File: config.mk
export PLATFORM = sky130hd
export DESIGN_NAME = adam_pause_gen
export DESIGN_NICKNAME = d
export VERILOG_FILES = /design/src/rtl/adam_pause_gen_pkg.sv /design/src/rtl/adam_pause_gen.sv
export SDC_FILE = /design/constraint.sdc
export NUM_CORES = 1
export LEC_CHECK = 0
export ABC_CLOCK_PERIOD_IN_PS = 3200
export CORE_AREA = 2 2 73 75
export CTS_CLUSTER_SIZE = 25
export DETAILED_ROUTE_END_ITERATION = 16
export DIE_AREA = 0 0 75 77
export PLACE_DENSITY = 0.56
export SLEW_MARGIN = 20
export SYNTH_ARGS = -nofsm -noshare
export SYNTH_HDL_FRONTEND = slang
export SYNTH_SLANG_ARGS = --single-unit
File: constraint.sdc
create_clock -name clk -period 3.2 [get_ports clk]
set_input_delay 0.32 -clock clk [delete_from_list [all_inputs] [get_ports clk]]
set_output_delay 0.32 -clock clk [all_outputs]
set_load 0.02 [all_outputs]
File: src/rtl/adam_pause_gen_pkg.sv
// Purpose: shared types and defaults for the adam_pause_gen pause-request master.
// Latency: n/a (types, constants and a pure helper function only).
// Backpressure: n/a.
package adam_pause_gen_pkg;

    typedef enum logic [1:0] {
        DELAY = 2'd0,   // counting towards the next request
        REQ   = 2'd1,   // pause_req high, waiting for ack
        HOLD  = 2'd2,   // ack seen, holding the pause
        REL   = 2'd3    // pause_req low, waiting for ack to drop
    } pause_gen_state_t;

    localparam int unsigned DEF_DELAY_CYCLES    = 5000;
    localparam int unsigned DEF_DURATION_CYCLES = 5000;
    localparam int unsigned DEF_CNT_WIDTH       = 32;

    // A cycle parameter of 0 behaves exactly like 1.
    function automatic int unsigned eff_cycles(input int unsigned cycles);
        return (cycles == 0) ? 1 : cycles;
    endfunction

endpackage

File: src/rtl/adam_pause_gen.sv
// Purpose: master side of a four-phase pause req/ack handshake; periodically pauses a peer.
// Latency: all outputs registered; pause_req rises DELAY_CYCLES edges after reset/release.
// Backpressure: a request waits indefinitely for ack (no timeout); ack held high in DELAY postpones it.
//
// Ports:
//   clk        rising-edge clock
//   rst        asynchronous active-high reset
//   pause_req  registered pause request to the slave
//   pause_ack  pause acknowledge from the slave
//   busy       registered; high whenever the FSM is outside DELAY
//   inhibit    (only with ADAM_PAUSE_GEN_INHIBIT_EN) blocks new requests while high
module adam_pause_gen
    import adam_pause_gen_pkg::*;
#(
    parameter int unsigned DELAY_CYCLES    = DEF_DELAY_CYCLES,
    parameter int unsigned DURATION_CYCLES = DEF_DURATION_CYCLES,
    parameter int unsigned CNT_WIDTH       = DEF_CNT_WIDTH
) (
    input  logic clk,
    input  logic rst,
`ifdef ADAM_PAUSE_GEN_INHIBIT_EN
    input  logic inhibit,
`endif
    output logic pause_req,
    input  logic pause_ack,
    output logic busy
);

    localparam logic [CNT_WIDTH-1:0] DLY_LAST = CNT_WIDTH'(eff_cycles(DELAY_CYCLES) - 1);
    localparam logic [CNT_WIDTH-1:0] DUR_LAST = CNT_WIDTH'(eff_cycles(DURATION_CYCLES) - 1);
    localparam logic [CNT_WIDTH-1:0] CNT_MAX  = '1;
    localparam logic [CNT_WIDTH-1:0] CNT_ONE  = CNT_WIDTH'(1);

    pause_gen_state_t state_q, state_nxt;
    logic [CNT_WIDTH-1:0] cnt_q, cnt_nxt, cnt_inc;
    logic req_q, req_nxt;
    logic busy_q, busy_nxt;
    logic inh;

`ifdef ADAM_PAUSE_GEN_INHIBIT_EN
    assign inh = inhibit;
`else
    assign inh = 1'b0;
`endif

    // Saturating increment: a long wait in DELAY must never wrap the count
    // back below the threshold.
    assign cnt_inc = (cnt_q == CNT_MAX) ? cnt_q : cnt_q + CNT_ONE;

    always_comb begin
        state_nxt = state_q;
        cnt_nxt   = cnt_q;
        req_nxt   = req_q;
        case (state_q)
            DELAY: begin
                req_nxt = 1'b0;
                // Only raise req while ack is low so the handshake stays four-phase.
                if ((cnt_q >= DLY_LAST) && !pause_ack && !inh) begin
                    req_nxt   = 1'b1;
                    cnt_nxt   = '0;
                    state_nxt = REQ;
                end else begin
                    cnt_nxt = cnt_inc;
                end
            end
            REQ: begin
                req_nxt = 1'b1;
                if (pause_ack) begin
                    cnt_nxt   = '0;
                    state_nxt = HOLD;
                end
            end
            HOLD: begin
                req_nxt = 1'b1;
                if (cnt_q >= DUR_LAST) begin
                    req_nxt   = 1'b0;
                    state_nxt = REL;
                end else begin
                    cnt_nxt = cnt_inc;
                end
            end
            REL: begin
                req_nxt = 1'b0;
                if (!pause_ack) begin
                    cnt_nxt   = '0;
                    state_nxt = DELAY;
                end
            end
            default: begin
                req_nxt   = 1'b0;
                cnt_nxt   = '0;
                state_nxt = DELAY;
            end
        endcase
        // busy is registered from the next state so it lines up with state_q.
        busy_nxt = (state_nxt != DELAY);
    end

    always_ff @(posedge clk or posedge rst) begin
        if (rst) begin
            state_q <= DELAY;
            cnt_q   <= '0;
            req_q   <= 1'b0;
            busy_q  <= 1'b0;
        end else begin
            state_q <= state_nxt;
            cnt_q   <= cnt_nxt;
            req_q   <= req_nxt;
            busy_q  <= busy_nxt;
        end
    end

    assign pause_req = req_q;
    assign busy      = busy_q;

endmodule

After elaboration in Yosys (flattened, before gate mapping):

Cells that the tools add are included.
Widths: inputs -> output; s select.

* reduce and logical (&&, ||, !) cells: 5
* order comparisons: 1
* multiplexer cells: 14
* divide/modulo/power cells: 0
* shifts and indexed selects: 0
* eq/ne operators: 7
* add/sub/neg operators: 1
* $mul: 0
* bitwise logic cells: 0

Operators with widths (count)
* $mux 32: 5
* $pmux 32 s4: 1
* $add 32x1->32 const B: 1
* $eq 32x32->1 const B: 1
* $ge 32x13->1 const B: 1
* $mux 2: 4
* $pmux 2 s4: 1
* $ne 2x2->1 const B: 3
* $eq 2x2->1 const B: 2
* $pmux 1 s4: 1
* $reduce_and 3->1: 1
* $eq 2x1->1 const B: 1
* $logic_not 2->1: 1
* $mux 1: 2
* $reduce_bool 2->1: 1
* $logic_and 1x1->1: 1
* $logic_not 1->1: 1

* logic and storage cells: 32
* latch bits: 0
* bits in writable memories: 0
* input bits: 3
* output and inout port bits: 2
* bits in registers: 36
* memory bits (read-only): 0
* memories: 0

Depth between registers and ports, before layout:

Gate-level depths: netlist of run 1.

* word-level depth: 5
* depth in mapped cells: 9
* depth with buffers taken out: 7

Worst setup path after synthesis of run 1:

Ideal clock, no wire load.

* kind: reg-to-reg
* from: register cnt_q[0]
* to: register cnt_q[1]
* library setup time: 0.132 ns
* required time: 3.068 ns
* arrival time: 1.943 ns
* setup slack: 1.125 ns
* cell stages (with the launch flop): 10
* period minus slack after synthesis: 2.075 ns
* buffers on the path: 2
* path through: dfrtp_1 ha_1 nand3_1 nor4_2 a21oi_1 nand3_4 buf_6 buf_4 mux2i_1 nor2_1

* longest elaborated chain between the ends: 4
* elaborated cells on any way between the ends: 10
* those cells by class: add/sub (1); order compare (1); eq/ne (2); mux (4); reduce/logical (2)

RTL lines
* from (decl): line adam_pause_gen.sv:35 `logic [CNT_WIDTH-1:0] cnt_q, cnt_nxt, cnt_inc;`
* from (signal assigned): line adam_pause_gen.sv:107 `cnt_q <= cnt_nxt;`
* $add 32x1->32 (tied with other cells): line adam_pause_gen.sv:48 `assign cnt_inc = (cnt_q == CNT_MAX) ? cnt_q : cnt_q + CNT_ONE;`
* $mux 32 or $logic_and 1x1->1 (tied branches): line adam_pause_gen.sv:48, adam_pause_gen.sv:58
* $mux 32, on equally long branches: line adam_pause_gen.sv:75, adam_pause_gen.sv:58
* $pmux 32 s4: line adam_pause_gen.sv:54 `case (state_q)`

Several ways; a longest one is shown, not always the timed one. The select of a mux whose other input is x is not followed.
A chain may end at the register's enable or synchronous reset.

Final worst setup path of run 1:

* from: register cnt_q[19]
* to: register cnt_q[28]

The elaborated chain is that of the path after synthesis.

==> results of run 1 <==
## through the flow
stage          setup slack, ns  power, mW  utilization (%)  instance area (um^2)  instances
2_1_floorplan             1.13      0.700                -                  2160        252
3_3_place_gp             0.441      0.771             45.8                  2280        319
3_5_place_dp             0.425      0.769             45.8                  2280        319
4_1_cts                  0.591       1.09             47.4                  2360        326
5_1_grt                  0.376       1.14             47.4                  2360        326
6_report                 0.594       1.07             47.4                  2360        326
## Yosys cell counts (all sizes together), types with 2 or more instances
master	n
dfrtp	36
a21oi	28
nand2	22
o21ai	20
nor2	16
or3	15
nand3	13
nand4	13
o31ai	10
or4	10
inv	9
nor4	8
nor3	7
buf	6
a211oi	5
clkbuf	5
or2	4
xor2	4
nor2b	3
xnor2	3
a21o	2
and2	2
and4	2
## routing by layer
metal | vias up | wire length [um]
li1 | 953 | -
met4 | 0 | 59
met3 | 7 | 131
met2 | 20 | 2280
met1 | 906 | 2380
met5 | - | 0
## logic make-up after synthesis
family / Yosys count / share of synthesized area, %
xor+xnor: 7 / 2.84
buf+inv: 20 / 4.17
compound gates: 69 / 19.1
fa+ha+maj: 1 / 0.579
flops: 36 / 41.7
simple gates: 118 / 31.1
mux: 1 / 0.464
## power by group
group	switching, mW	total [mW]	internal, mW	leakage (nW)
clock network	0.163	0.311	0.148	0.0410
logic	0.116	0.211	0.0950	0.330
registers	0.0517	0.549	0.498	0.493
## registers in the layout (all words and copies together) (netlist names)
name and count:
cnt_q 32, busy 1, state_q 2, pause_req 1
## cell usage in the layout, fill, tap and decap left out, drive strengths merged, types with 2 or more instances in the layout
master and count:
clkbuf 6, buf 4, clkdlybuf4s50 4, nand2 22, inv 9, and4 2, o21ai 20, o31ai 10
or2 4, a21oi 28, xor2 4, nor4 8, a211oi 5, nor2b 3, nor2 16, nor3 7
and2 2, a21o 2, nand4 13, or4 10, xnor2 3, nand3 13, or3 15, dfrtp 36
## worst max-delay path, cell delays in order, from the launching register on
cell	delay [ns]
dfrtp_1	0.43
nor4_1	0.39
nand2_1	0.18
o31ai_4	0.47
nand4_1	0.44
or3_1	0.48
a21oi_1	0.14
## layout make-up
type                            count  area [um^2]  area share (%)
Multi-Input combinational cell    196         1180            49.9
Sequential cell                    36          901            38.2
Tap cell                           70         87.6            3.71
Timing Repair Buffer                8         82.6            3.50
Clock buffer                        6         72.6            3.08
Inverter                            9         33.8            1.43
Clock inverter                      1         5.00           0.212
## path summary, 6_finish.rpt
check | to | cells past startpoint | from
min in group clk | cnt_q[29]$_DFFE_PP0P_ | 2 | cnt_q[29]$_DFFE_PP0P_
setup reg to reg | cnt_q[28]$_DFFE_PP0P_ | 6 | cnt_q[19]$_DFFE_PP0P_
hold reg to reg | cnt_q[29]$_DFFE_PP0P_ | 2 | cnt_q[29]$_DFFE_PP0P_
hold / removal | cnt_q[9]$_DFFE_PP0P_ | 3 | rst
max in group asynchronous | cnt_q[16]$_DFFE_PP0P_ | 3 | rst
setup / recovery | cnt_q[28]$_DFFE_PP0P_ | 6 | cnt_q[19]$_DFFE_PP0P_
==> out/qor.csv, run 1 <==
metric,value,unit
outcome,finished clean,
crit_required,3.41,ns
syn_nets,256,
drt_iter0_markers,61,
path_max_fanout,11,
root_buffer,clkbuf_8,
synth-seq-area-share,41.7,%
yosys.area.top_type,dfrtp_1,
grt_max_degree,37,
post_cts_resized,0,
core_area,0.00498,mm^2
viasPerCell,5.79,
num-fill-cells,494,
yosys_warnings,0,
synthCells,252,
ys.flop_type,dfrtp_1,
grt_overflow,0,
route.detailed.drc,0,
synth_cell_types,41,
cp-end-kind,flop,
synthArstFlopShare,100,%
cts_tree,built,
num_rows,26,
htree_levels,2,
gp_congestion,0.808,
area_growth,9.21,%
wl_per_cell,14.9,um
power.density,454,mW/mm^2
arrival,2.81,ns
pin_count,5,
die_w,75,um
ys_seq_elements,36,
cts_buffers,5,
grt-busiest-layer,met2,
startpoint_type,flop,
worstSkewPairLatency,0.29,ns
grt_pass1_vias,1798,
crit_type,flop to flop,
hold_buffers,0,
initial_core_util,43.4,%
fin_crit_sh,81.4,%
fp.dieH,77,um
avgSynthCellArea,8.57,um^2
clk_pin_slew,0.07,ns
synth.cell_area,0.00216,mm^2
holdWs,0.428,ns
period_needed,2.61,ns
clock_path_buffers,2,
grt_use_met1,25.9,%
setup_tns,0,ns
max_freq,384,MHz
rsz0062_at_grt,no,
ir_drop,0.183,mV
dr.pass1.iters,4,
reg2reg_slack,0.59,ns
hpwlAfterDp,3410,um
slew_viol_final,0,
antenna_left,0,
grt_pass1_wl,8430,um
drive_gt1_share,7.03,%
grt_use_met2,28.9,%
post_cts_buffers,0,
hold_path.class,input port to async pin,
io_buffers,4,
ys_top_cells_by_area,"dfrtp_1, a21oi_1, or3_1",
leakage,0.864,nW
grt_usage,18.7,%
routed_wirelength,4850,um
finClkSkew,0.00734,ns
synth_top_area_share,41.7,%
use_met3,2.89,%
synth_edf_count,0,
nNetsFinal,260,
setup_viol,0,
vias,1886,
num_antenna_cells,0,
finalHoldViolations,0,
antenna_found_initial,0,
tightest_slew,0.573,ns
slew_headroom,61.8,%
cap_violations,0,
clock-sinks,36,
die_area,0.00578,mm^2
No activity file was read; power rests on OpenSTA's default activity.
==> inputs of run 2 (changes only) <==
Settings changed: ABC_CLOCK_PERIOD_IN_PS 3200 to 2400.
Clock period 3.2 ns to 2.4 ns, I/O delays scaled along.
==> out/qor.csv, run 2 (synthesis gave the netlist of run 1 again) <==
metric,value,unit
grt_pass1_wl,8560,um
path_buf_inv,2,
largestRegisters,"cnt_q: 32 flops, state_q: 2 flops",
die_w,75,um
worstPathCellList,ha_1 -> nand2_1 -> a211oi_1 -> buf_4 -> nand2_1 -> nand3_2 -> buf_4 -> mux2i_1 -> nor2_1,
num_rows,26,
antenna_left,0,
area_growth,23.6,%
fin_crit_sh,95.2,%
clock-sinks,36,
cap_violations,0,
slew_viol_final,0,
final_cell_mix,"buf_4, dfrtp_1, a21oi_1",
nNetsFinal,296,
crit_required,2.58,ns
power.density,550,mW/mm^2
leakage,1.06,nW
p_clk_share,28.1,%
vias,2081,
power_switching_share,30.9,%
pin_count,5,
holdWs,0.354,ns
tightest_slew,0.551,ns
finClkSkew,0.00889,ns
fp.dieH,77,um
grt_overflow,0,
largest_reg_flops,32,
power_switching,0.454,mW
pwr-share-seq,48.8,%
pre_cts_slack,-0.0366,ns
clock_path_buffers,2,
gp_congestion,0.789,
hpwlAfterDp,3710,um
power,1.47,mW
viasPerCell,5.75,
drt_iter0_markers,117,
drive_gt1_share,20.5,%
slew_headroom,63.0,%
finalHoldViolations,0,
path_delay_family,simple AND/OR/NAND/NOR gates,
routed_wirelength,5560,um
path_max_fanout,7,
htree_levels,2,
hold_buffers,0,
setup_viol,0,
largest-register,cnt_q,
num-fill-cells,475,
arrival,2.47,ns
grt_pass1_vias,1772,
ir_drop,0.262,mV
startpoint_type,flop,
num_antenna_cells,0,
worst_slack,0.114,ns
period_needed,2.29,ns
core_area,0.00498,mm^2
outcome,finished clean,
grt_max_degree,37,
worstSkewPairLatency,0.29,ns
combPwrFrac,23.1,%
hold_path.class,input port to async pin,
root_buffer,clkbuf_8,
crit_type,flop to flop,
dr.pass1.iters,4,
die_area,0.00578,mm^2
wl_per_cell,15.4,um
io_buffers,4,
cts_buffers,5,
grt_usage,19.2,%
initial_core_util,43.4,%
intPower,1.01,mW
antenna_found_initial,0,
cpMaxStageDelayCell,a211oi_1,
final_area,0.00267,mm^2
layout_commonest_cell,buf_4,
cpPeakStageDelay,0.43,ns
route.detailed.drc,0,
placed_cell_area,0.00247,mm^2
clk_pin_slew,0.08,ns
cp-end-kind,flop,
max_freq,437,MHz
cts_tree,built,
-- run 2: cell count changes in the layout (fill, tap and decap cells not counted), sizes merged --
| cell | delta |
|---|---|
| nand3 | +1 |
| buf | +35 |
-- run 2: worst paths after layout --
path / startpoint / to / slack [ns] / depth (start not counted)
max: cnt_q[1]$_DFFE_PP0P_ / cnt_q[1]$_DFFE_PP0P_ / 0.11 / 9
min: rst / cnt_q[9]$_DFFE_PP0P_ / 0.35 / 3
max reg2reg: cnt_q[1]$_DFFE_PP0P_ / cnt_q[1]$_DFFE_PP0P_ / 0.11 / 9
min reg2reg: cnt_q[29]$_DFFE_PP0P_ / cnt_q[29]$_DFFE_PP0P_ / 0.60 / 2
max in group asynchronous: rst / cnt_q[17]$_DFFE_PP0P_ / 1.70 / 3
min in group clk: cnt_q[29]$_DFFE_PP0P_ / cnt_q[29]$_DFFE_PP0P_ / 0.60 / 2
-- run 2: cell type report --
cell class	count	area, um^2	share of cell area (%)
Multi-Input combinational cell	197	1240	46.3
Tap cell	70	87.6	3.28
Clock buffer	6	72.6	2.72
Clock inverter	1	5.00	0.188
Timing Repair Buffer	43	333	12.5
Sequential cell	36	901	33.8
Inverter	9	33.8	1.27
-- run 2: per-stage QoR --
stage	setup TNS (ns)	std cells	utilization, %
global route	-0.0153	362	53.6
finish	0	362	53.6
global placement	0	346	49.6
detailed placement	-0.0896	346	49.6
CTS	0	353	51.2
floorplan	0	252	-
-- run 2: power groups by stage --
| stage | Sequential [mW] | Clock (mW) | Combinational [mW] |
|---|---|---|---|
| after floorplan | 0.737 | 0 | 0.197 |
| after global placement | 0.726 | 0 | 0.329 |
| after detailed placement | 0.727 | 0 | 0.333 |
| after CTS | 0.715 | 0.424 | 0.334 |
| after global routing | 0.724 | 0.453 | 0.375 |
| final | 0.717 | 0.413 | 0.339 |
-- run 2: worst min-delay path, delay by kind of cell --
kind	cells	cell delay, ns
buf+inv	3	0.84
-- run 2: timing repair --
action / 4_1_cts / 5_1_grt
setup endpoints to repair: 0 / 23
endpoints found under the hold margin: 0 / 0
buffers inserted: 0 / 8
resized for setup: 0 / 9
-- run 2: layer usage --
layer | vias up | global-route usage, % | part of all wire (%)
met1 | 1019 | 27.9 | 46
met4 | 0 | 5.71 | 1.2
li1 | 1025 | - | -
met5 | - | 0 | 0
met3 | 7 | 4.07 | 2.8
met2 | 30 | 28.3 | 50
